===== config.mk =====
export PLATFORM = sky130hd
export DESIGN_NAME = sqrt_round_pack
export DESIGN_NICKNAME = d
export VERILOG_FILES = /design/src/rtl/sqrt_round_pack.sv
export SDC_FILE = /design/constraint.sdc
export NUM_CORES = 1
export LEC_CHECK = 0
export ABC_AREA = 1
export ABC_CLOCK_PERIOD_IN_PS = 3200
export CORE_MARGIN = 2
export CORE_UTILIZATION = 35
export DETAILED_ROUTE_END_ITERATION = 8
export PLACE_DENSITY = 0.65
export SLEW_MARGIN = 20
export SYNTH_ARGS = -nofsm -noshare
export SYNTH_HDL_FRONTEND = slang
export SYNTH_SLANG_ARGS = --single-unit

===== constraint.sdc =====
create_clock -name clk -period 3.2 [get_ports clk]
set_input_delay 0.8 -clock clk [delete_from_list [all_inputs] [get_ports clk]]
set_output_delay 0.8 -clock clk [all_outputs]
set_load 0.02 [all_outputs]

===== src/rtl/sqrt_round_pack.sv =====
// ---------------------------------------------------------------------------
// sqrt_round_pack
//   Back end of the FP32 square-root datapath. Each fixed-point core result
//   (mant_in/sticky_in, qualified by done_in) is paired with the oldest
//   side-band tag (exponent, class, sign, NV, rounding mode) from an in-order
//   tag FIFO. The paired result is rounded, packed as IEEE-754 single and
//   written into a 2-entry skid buffer that drives a valid/ready port.
//
// Configuration macro:
//   SQRT_PACK_RM_EN  defined   -> tag_rm is stored per tag; RNE/RTZ/RDN/RUP/RMM
//                    undefined -> tag_rm ignored and not stored; RNE always
//
// Ports:
//   clk, rst (async, active low)
//   tag_valid/tag_exp/tag_class/tag_sign/tag_nv/tag_rm : tag push side
//   tag_full                                           : tag FIFO full
//   mant_in/sticky_in/done_in                          : core result side
//   out_valid/out_ready/out_data/out_flags             : packed result port
//                                                        flags = {NV,DZ,OF,UF,NX}
//   err_ovf : sticky, a result was dropped because the skid buffer was full
//   err_tag : sticky, tag pushed while full or done_in with no tag available
// ---------------------------------------------------------------------------
module sqrt_round_pack #(
  parameter int WIDTH = 26,
  parameter int DEPTH = 8
) (
  input  logic             clk,
  input  logic             rst,
  input  logic             tag_valid,
  input  logic [7:0]       tag_exp,
  input  logic [1:0]       tag_class,
  input  logic             tag_sign,
  input  logic             tag_nv,
  input  logic [2:0]       tag_rm,
  output logic             tag_full,
  input  logic [WIDTH-1:0] mant_in,
  input  logic             sticky_in,
  input  logic             done_in,
  output logic             out_valid,
  input  logic             out_ready,
  output logic [31:0]      out_data,
  output logic [4:0]       out_flags,
  output logic             err_ovf,
  output logic             err_tag
);

  localparam int AW = (DEPTH > 1) ? $clog2(DEPTH) : 1;
  localparam logic [AW:0] FULL_CNT = (AW+1)'(DEPTH);
  // Bits of mant_in below the guard bit; all feed the sticky term.
  localparam logic [WIDTH-1:0] LO_MASK = WIDTH'((64'd1 << (WIDTH - 25)) - 64'd1);

  localparam logic [1:0] CLS_NORM = 2'b00;
  localparam logic [1:0] CLS_ZERO = 2'b01;
  localparam logic [1:0] CLS_INF  = 2'b10;

  localparam logic [2:0] RM_RNE = 3'b000;
  localparam logic [2:0] RM_RTZ = 3'b001;
  localparam logic [2:0] RM_RDN = 3'b010;
  localparam logic [2:0] RM_RUP = 3'b011;
  localparam logic [2:0] RM_RMM = 3'b100;

  localparam logic [31:0] QNAN    = 32'h7FC00000;
  localparam logic [31:0] POS_INF = 32'h7F800000;

  // ------------------------------------------------------------------
  // Tag FIFO
  // ------------------------------------------------------------------
  logic [7:0]    exp_mem  [DEPTH];
  logic [1:0]    cls_mem  [DEPTH];
  logic          sign_mem [DEPTH];
  logic          nv_mem   [DEPTH];
`ifdef SQRT_PACK_RM_EN
  logic [2:0]    rm_mem   [DEPTH];
`endif

  logic [AW-1:0] wr_ptr_q, wr_ptr_d;
  logic [AW-1:0] rd_ptr_q, rd_ptr_d;
  logic [AW:0]   cnt_q, cnt_d;
  logic          fifo_empty, fifo_full;
  logic          push, pop, tag_err;

  always_comb begin
    fifo_empty = (cnt_q == '0);
    fifo_full  = (cnt_q == FULL_CNT);
    // done_in on an empty FIFO never pairs with a same-cycle push.
    pop        = done_in & ~fifo_empty;
    push       = tag_valid & (~fifo_full | pop);
    tag_err    = (tag_valid & fifo_full & ~pop) | (done_in & fifo_empty);
    wr_ptr_d   = push ? wr_ptr_q + AW'(1) : wr_ptr_q;
    rd_ptr_d   = pop  ? rd_ptr_q + AW'(1) : rd_ptr_q;
    cnt_d      = cnt_q;
    if (push & ~pop) begin
      cnt_d = cnt_q + (AW+1)'(1);
    end else if (pop & ~push) begin
      cnt_d = cnt_q - (AW+1)'(1);
    end
  end

  always_ff @(posedge clk) begin
    if (push) begin
      exp_mem[wr_ptr_q]  <= tag_exp;
      cls_mem[wr_ptr_q]  <= tag_class;
      sign_mem[wr_ptr_q] <= tag_sign;
      nv_mem[wr_ptr_q]   <= tag_nv;
`ifdef SQRT_PACK_RM_EN
      rm_mem[wr_ptr_q]   <= tag_rm;
`endif
    end
  end

`ifndef SQRT_PACK_RM_EN
  logic unused_rm;
  assign unused_rm = ^tag_rm;
`endif

  // ------------------------------------------------------------------
  // Round and pack (combinational, captured by the skid buffer)
  // ------------------------------------------------------------------
  logic [7:0]  h_exp;
  logic [1:0]  h_cls;
  logic        h_sign, h_nv;
  logic [2:0]  rm_sel;
  logic [22:0] frac;
  logic        g_bit, s_bit, nx, inc;
  logic [23:0] frac_sum;
  logic [8:0]  exp_sum;
  logic [31:0] res_data;
  logic [4:0]  res_flags;

  always_comb begin
    h_exp  = exp_mem[rd_ptr_q];
    h_cls  = cls_mem[rd_ptr_q];
    h_sign = sign_mem[rd_ptr_q];
    h_nv   = nv_mem[rd_ptr_q];
`ifdef SQRT_PACK_RM_EN
    rm_sel = rm_mem[rd_ptr_q];
`else
    rm_sel = RM_RNE;
`endif
    frac  = mant_in[WIDTH-2 -: 23];
    g_bit = mant_in[WIDTH-25];
    s_bit = (|(mant_in & LO_MASK)) | sticky_in;
    nx    = g_bit | s_bit;
    // sqrt results are never negative, so RDN behaves as truncation.
    case (rm_sel)
      RM_RTZ, RM_RDN: inc = 1'b0;
      RM_RUP:         inc = nx;
      RM_RMM:         inc = g_bit;
      default:        inc = g_bit & (s_bit | frac[0]);
    endcase
    // An all-ones fraction wraps to zero and the carry bumps the exponent.
    frac_sum = {1'b0, frac} + {23'd0, inc};
    exp_sum  = {1'b0, h_exp} + {8'd0, frac_sum[23]};

    res_data  = 32'h0;
    res_flags = 5'b00000;
    case (h_cls)
      CLS_NORM: begin
        if (exp_sum >= 9'd255) begin
          res_data  = POS_INF;
          res_flags = 5'b00101;
        end else begin
          res_data  = {1'b0, exp_sum[7:0], frac_sum[22:0]};
          res_flags = {4'b0000, nx};
        end
      end
      CLS_ZERO: res_data = {h_sign, 31'h0};
      CLS_INF:  res_data = POS_INF;
      default: begin
        res_data  = QNAN;
        res_flags = {h_nv, 4'b0000};
      end
    endcase
  end

  // ------------------------------------------------------------------
  // 2-entry skid buffer; entry 0 is the head presented on the port
  // ------------------------------------------------------------------
  logic [31:0] e0_data_q, e0_data_d, e1_data_q, e1_data_d;
  logic [4:0]  e0_flags_q, e0_flags_d, e1_flags_q, e1_flags_d;
  logic [1:0]  sk_cnt_q, sk_cnt_d;
  logic        sk_pop, drop;
  logic        err_ovf_q, err_ovf_d, err_tag_q, err_tag_d;

  always_comb begin
    e0_data_d  = e0_data_q;
    e0_flags_d = e0_flags_q;
    e1_data_d  = e1_data_q;
    e1_flags_d = e1_flags_q;
    sk_cnt_d   = sk_cnt_q;
    sk_pop     = (sk_cnt_q != 2'd0) & out_ready;
    drop       = pop & (sk_cnt_q == 2'd2) & ~out_ready;

    if (sk_pop) begin
      e0_data_d  = e1_data_q;
      e0_flags_d = e1_flags_q;
    end
    if (pop & ~drop) begin
      // Slot the new result in behind whatever remains after the pop.
      if ((sk_cnt_q == 2'd0) || ((sk_cnt_q == 2'd1) && sk_pop)) begin
        e0_data_d  = res_data;
        e0_flags_d = res_flags;
      end else begin
        e1_data_d  = res_data;
        e1_flags_d = res_flags;
      end
    end
    sk_cnt_d = sk_cnt_q + {1'b0, pop & ~drop} - {1'b0, sk_pop};

    err_ovf_d = err_ovf_q | drop;
    err_tag_d = err_tag_q | tag_err;
  end

  always_ff @(posedge clk or negedge rst) begin
    if (!rst) begin
      wr_ptr_q   <= '0;
      rd_ptr_q   <= '0;
      cnt_q      <= '0;
      e0_data_q  <= 32'h0;
      e0_flags_q <= 5'b0;
      e1_data_q  <= 32'h0;
      e1_flags_q <= 5'b0;
      sk_cnt_q   <= 2'd0;
      err_ovf_q  <= 1'b0;
      err_tag_q  <= 1'b0;
    end else begin
      wr_ptr_q   <= wr_ptr_d;
      rd_ptr_q   <= rd_ptr_d;
      cnt_q      <= cnt_d;
      e0_data_q  <= e0_data_d;
      e0_flags_q <= e0_flags_d;
      e1_data_q  <= e1_data_d;
      e1_flags_q <= e1_flags_d;
      sk_cnt_q   <= sk_cnt_d;
      err_ovf_q  <= err_ovf_d;
      err_tag_q  <= err_tag_d;
    end
  end

  assign tag_full  = fifo_full;
  assign out_valid = (sk_cnt_q != 2'd0);
  assign out_data  = e0_data_q;
  assign out_flags = e0_flags_q;
  assign err_ovf   = err_ovf_q;
  assign err_tag   = err_tag_q;

endmodule


==> reports/results.txt, run 1 <==
Max VDD drop - 0.456 mV
Slew HR - 45.6%
Height of the chip - 162 µm
Switching portion of total power - 42.2%
Vias in the first global route - 6,562
Setup TNS - 0 ps
Die ar. - 26,300 µm²
HPWL Detailed - 14.0 mm
Critical Path RT - 3500 ps
CP Launch Type - input port
Unrepaired setup endpoints after global routing - yes
Commonest non-fill, non-tap cells in the layout - nand2_1, edfxtp_1, inv_1
Post-route ant nets - 0
CTS H-tree lvls - 4
Initial antenna violation count - 1
Detailed Route WL - 20.8 mm
Share of layout cells above drive strength 1 - 16.5%
Area leader, netlist - edfxtp_1
Max Clk Rate - 0.323 GHz
Worst Setup End Kind - flip-flop
PwrDens - 940 nW/µm²
Final Setup Violations - 0
IO Pins - 88
CTS tree - yes
Sink Count - 182
Seq/Total Area, Yosys - 57.6%
Worst hold margin - 327 ps
Syn Inst Count - 1,007
DRC Markers - 0
Final Hold Vio Count - 0
Net Count, Synth - 1,069
Largest net degree at the start of global routing - 55
Root Buffer - clkbuf_16
R2r worst-path depth - 15
DRT Pass-1 Iters - 5
Placed cell area - 10,500 µm²
Critical setup path kind - in2reg
Final period utilization - 96.9%
Fin area - 11,400 µm²
Cell at the slowest stage of the critical path - ha_2
Ys Warns - 0
Post-synth EDFFs - 96
Nets - 1,222
Syn Area/Cell - 8.68 µm²
Worst setup path startpoint - mant_in[1]
Area added between synthesis and finish - 30.8%
Cell Area, Synth - 8740 µm²
Count of cell types in the netlist - 39
Final Util - 46.9%
Core Rows - 57
Clock Tree Buf Depth - 2
Maxcap violations - 0
Starting Density - 35.8%
Die Wd - 162 µm
R2r startpoint - rd_ptr_q[1]
Status - complete, no violations
Max incr delay on CP - 260 ps
Clk pin slew, worst setup/hold paths - 70 ps
WP data arrival - 3400 ps
Psw - 4530 µW
Leak pwr - 0.00513 µW
Most common cell after layout, fill and taps aside - nand2_1
Main area contributors after synthesis - edfxtp_1, dfrtp_1, nand2_1, inv_1, nand3_1
Worst min path class - in2async
Ys async rst share - 47.3%
Final min period - 3100 ps
Gr usage total - 16.2%
Worst-Margin Slew - 806 ps
Cell-internal power - 6220 µW
Skew-Pair Late Insertion Delay - 440 ps
Routed vias/inst - 4.64
Clock share of power - 18.9%
Max Slew Vio Count - 0
Comb pwr share - 48.7%
Core area - 24,400 µm²
Via count of the routed design - 6,948
Buffers added on ports - 83
Top_reg_cell synth - edfxtp_1
Total CTS buffers - 17
Share of the synthesized area in the top cell type - 33.0%
#FFs+latches synth - 182
Worst clock skew - 14.2 ps
Routed length per instance - 13.9 µm
Worst-path cell chain - buf_8 -> nand2_8 -> nor2_4 -> nand3_4 -> nor3_4 -> nand4_1 -> nor2_2 -> nand4_1 -> nor4_2 -> ha_2 -> ha_4 -> inv_2 -> nand2_1 -> nand2_1 -> nor2_1 -> nand3_1 -> nor2_1 -> nand3_2 -> nand2_4 -> nor2_4 -> buf_6 -> nand2_4 -> o21ai_2
Routability cong. - 0.803
Sequential share of power - 32.3%
Crit-path max FO - 5
DR iter-0 viols - 476
Cts hold-fix bufs - 0
Total gr overflow - 0
First-pass GRT wire length - 33.4 mm
-- layout make-up --
class,count,area (µm²)
diodes,1,2.50
clock buffers,17,425
clock inverters,15,163
fillers,2321,13000
inverters,101,384
multi-input cells,683,3430
flip-flops and latches,182,5040
well taps,324,405
repair buffers,175,1590
-- power groups by stage --
stage / combinational (µW) / clock (µW) / sequential (µW)
after CTS: 5130 / 2080 / 3470
after floorplan: 2910 / 0 / 3690
final: 5240 / 2040 / 3480
after global placement: 4840 / 0 / 3510
after detailed placement: 4880 / 0 / 3520
after global routing: 5890 / 2180 / 3540
-- flip-flops by register name, summed over array words and instances (netlist names) --
name and cells:
exp_mem 64, e1_data_q 32, out_data 32, cls_mem 16, nv_mem 8, sign_mem 8
out_flags 5, cnt_q 4, e1_flags_q 3, rd_ptr_q 3, wr_ptr_q 3, sk_cnt_q 2
err_ovf 1, err_tag 1
-- final timing paths --
path / endpoint / slack (ps)
min: out_data[4] / 330
min reg2reg: cnt_q[3] / 470
max in group asynchronous: out_data[27] / 2240
max: e1_data_q[3] / 100
min in group clk: cnt_q[3] / 470
max reg2reg: e1_data_q[3] / 330
-- metal layers --
layer	track usage, %	part of all wire, %
met5	0	0
met4	5.11	1.6
met3	3.14	4.7
met2	26.2	48
met1	22.1	46
-- per-stage QoR --
step | total power (µW) | setup slack, ps | std cells
after detailed placement | 8400 | -998 | 1449
after CTS | 10700 | -102 | 1492
after floorplan | 6600 | -58.7 | 1007
after global routing | 11600 | -136 | 1498
final | 10800 | 100 | 1498
after global placement | 8350 | -910 | 1449
-- synthesized netlist by cell type (all sizes together), types with 3 or more instances --
cell type and instances:
edfxtp 96, buf 13, o22ai 6, dfrtp 86, nand3 67, nand2 356
nor2 86, xnor2 7, clkbuf 28, a21oi 23, ha 14, nor4 3
nand4 4, or2 3, nor3 5, o21ai 80, inv 99, xor2 14
-- worst max-delay path, delay by kind of cell --
family	cells	cell delay (ps)
AND/OR/NAND/NOR	17	1840
adder cells (fa/ha/maj)	2	440
buffers and inverters	3	260
AO/OA/AOI/OAI	1	50
-- cell families after synthesis --
| kind of cell | count (synthesis) | synth area share (%) |
|---|---|---|
| buffers and inverters | 142 | 6.41 |
| flip-flops | 182 | 57.6 |
| adder cells (fa/ha/maj) | 15 | 2.23 |
| AND/OR/NAND/NOR | 527 | 24.3 |
| AO/OA/AOI/OAI | 120 | 7.40 |
| XOR/XNOR | 21 | 2.10 |
-- timing repair --
| item | CTS | global route |
|---|---|---|
| buffers inserted | 11 | 5 |
| cloned | 0 | 0 |
| endpoints found under the setup margin | 66 | 66 |
| pin swaps | 26 | 19 |
| gates resized for setup | 59 | 35 |
No activity file was read; power rests on OpenSTA's default activity.
==> run 2, diff against run 1 <==
--- a/config.mk
+++ b/config.mk
@@ -7,6 +7,7 @@
 export LEC_CHECK = 0
 export ABC_AREA = 1
 export ABC_CLOCK_PERIOD_IN_PS = 3200
+export CAP_MARGIN = 20
 export CORE_MARGIN = 2
 export CORE_UTILIZATION = 35
 export DETAILED_ROUTE_END_ITERATION = 8
==> results of run 2 <==
No change in the layout: final DEF, timing and power equal those of run 1.
==> run 3, diff against run 2 <==
--- a/config.mk
+++ b/config.mk
@@ -8,9 +8,9 @@
 export ABC_AREA = 1
 export ABC_CLOCK_PERIOD_IN_PS = 3200
 export CAP_MARGIN = 20
-export CORE_MARGIN = 2
 export CORE_UTILIZATION = 35
 export DETAILED_ROUTE_END_ITERATION = 8
+export HOLD_SLACK_MARGIN = 0.06
 export PLACE_DENSITY = 0.65
 export SLEW_MARGIN = 20
 export SYNTH_ARGS = -nofsm -noshare
==> run 3 against run 2 <==
- utilization rose by 1.7 points
- routed wire length rose by 3.0%
- clock power rose by 6%
- first-iteration DRC count fell by 1.9%
- largest cell class unchanged
==> reports/results.txt, run 3 (same netlist as run 1, synthesis figures left out) <==
End point of the critical path - out_data[15]
Maxcap violations - 0
Via count of the routed design - 7,130
R2r startpoint - rd_ptr_q[0]
Nets - 1,231
Starting Density - 35.8%
Largest net degree at the start of global routing - 51
Crit-path max FO - 8
DR iter-0 viols - 467
Routability cong. - 0.785
Worst min path class - in2async
Share of layout cells above drive strength 1 - 20.2%
Final Setup Violations - 0
Final Util - 48.6%
Detailed Route WL - 21.4 mm
Root Buffer - clkbuf_16
Critical Path RT - 3560 ps
Height of the chip - 160 µm
Unrepaired setup endpoints after global routing - yes
IO Pins - 88
DRT Pass-1 Iters - 5
Initial antenna violation count - 0
Clock Tree Buf Depth - 2
Place WS - -991 ps
Skew-Pair Late Insertion Delay - 440 ps
Worst reg-to-reg setup slack - 220 ps
Max VDD drop - 0.466 mV
Routed vias/inst - 4.73
PwrDens - 961 nW/µm²
RR Endpoint - e1_data_q[30]
Status - complete, no violations
Core Rows - 57
Worst-Margin Slew - 676 ps
Commonest non-fill, non-tap cells in the layout - nand2_1, edfxtp_1, inv_1
Die ar. - 25,600 µm²
Top reg by flops - exp_mem
First-pass GRT wire length - 34.6 mm
Die Wd - 160 µm
Worst Setup End Kind - flip-flop
Total CTS buffers - 17
FILL cells - 2,242
Worst setup path startpoint - mant_in[11]
Most common cell after layout, fill and taps aside - nand2_1
Count of buffer and inverter cells on the critical path - 2
Antenna diode count - 0
Most common cell on crit path - nor2_4
Max incr delay on CP - 510 ps
Stages on worst setup path - 18
Buffers added on ports - 83
Max Slew Vio Count - 0
Critical setup path kind - in2reg
Gr usage total - 17.3%
Final Hold Vio Count - 0
CTS tree - yes
Worst clock skew - 10.8 ps
Final min period - 3160 ps
Fin worst setup slack - 35.9 ps
Final period utilization - 98.9%
Max reg flops - 64
Sink Count - 182
Cell at the slowest stage of the critical path - clkdlybuf4s50_1
CP Launch Type - input port
DRC Markers - 0
Max Clk Rate - 0.316 GHz
HPWL Detailed - 14.0 mm
Post-route ant nets - 0
Worst-path cell chain - clkdlybuf4s50_1 -> nand4_1 -> nor2_2 -> nand4_1 -> nor4_2 -> ha_2 -> ha_4 -> nand2_2 -> nor2_4 -> nand3_4 -> nand2_4 -> nor2_4 -> nand3_4 -> nand2_8 -> nor2_4 -> buf_12 -> nand2_2 -> a21oi_1
R2r worst-path depth - 18
CTS H-tree lvls - 4
Family with the most delay on the worst path - simple AND/OR/NAND/NOR gates
Clk pin slew, worst setup/hold paths - 80 ps
Slew HR - 54.3%
Leak pwr - 0.00526 µW
WP data arrival - 3520 ps
Area added between synthesis and finish - 35.4%
Vias in the first global route - 6,728
Total gr overflow - 0
Routed length per instance - 14.2 µm
Total Power - 11,400 µW
Core area - 24,400 µm²
[run 3: cell count changes in the layout (fill, tap and decap cells not counted), sizes merged]
| cell | previous run | this run |
|---|---|---|
| dlygate4sd2 | 0 | 2 |
| clkdlybuf4s15 | 5 | 2 |
| clkinv | 8 | 4 |
| clkinvlp | 3 | 2 |
| inv | 105 | 110 |
| bufinv | 0 | 1 |
| clkbuf | 17 | 18 |
| buf | 97 | 105 |
| diode | 1 | 0 |
[run 3: per-stage QoR]
stage | instance area (µm²) | cells | setup TNS [ps] | hold WS, ps
floorplan | 8840 | 1007 | -1130 | 442
finish | 11800 | 1506 | 0 | 325
global placement | 10500 | 1452 | -56610 | 460
CTS | 11500 | 1494 | -7040 | 335
detailed placement | 10500 | 1452 | -61130 | 465
global route | 11800 | 1506 | -5950 | 365
[run 3: what timing repair did]
| item | CTS | global route |
|---|---|---|
| resized for setup | 94 | 67 |
| hold buffers | 0 | 0 |
| cloned | 1 | 0 |
| pin swaps | 19 | 28 |
| endpoints found under the setup margin | 66 | 66 |
| buffers inserted | 13 | 13 |
[run 3: layout make-up]
type | instances | area, µm² | area share (%)
clock inverter | 15 | 189 | 1.60
timing repair inverter | 1 | 20.0 | 0.169
timing repair buffer | 183 | 1690 | 14.3
clock buffer | 17 | 425 | 3.59
multi-input combinational | 683 | 3690 | 31.2
tap | 324 | 405 | 3.42
inverter | 101 | 390 | 3.30
sequential | 182 | 5030 | 42.5
[run 3: power breakdown]
group	total [µW]	internal, µW	leakage, µW	switching (µW)
Clock	2170	1140	0.000299	1030
Combinational	5740	2260	0.00299	3480
Sequential	3470	3130	0.00197	335
Total	11400	6530	0.00526	4850
[run 3: how the worst min path moves through the flow]
stage / start / slack [ps] / endpoint
2_1_floorplan: cnt_q[3] / 440 / cnt_q[3]
5_1_grt: rst / 360 / out_data[4]
4_1_cts: rst / 330 / out_data[4]
3_3_place_gp: cnt_q[3] / 460 / cnt_q[3]
3_5_place_dp: e1_data_q[22] / 470 / e1_data_q[22]
6_report: rst / 320 / out_data[4]
[run 3: routing by layer]
metal / wire length, µm / track usage (%) / vias up
li1: - / - / 3578
met1: 9550 / 22.6 / 3328
met2: 10300 / 28.8 / 186
met3: 1000 / 2.96 / 38
met4: 563 / 6.19 / 0
met5: 0 / 0 / -
[run 3: worst register-to-register path, delay by kind of cell, from the launching register on]
family / cells / cell delay [ps]
AND/OR/NAND/NOR: 7 / 650
AO/OA/AOI/OAI: 4 / 580
flip-flops: 1 / 390
buffers and inverters: 7 / 1240
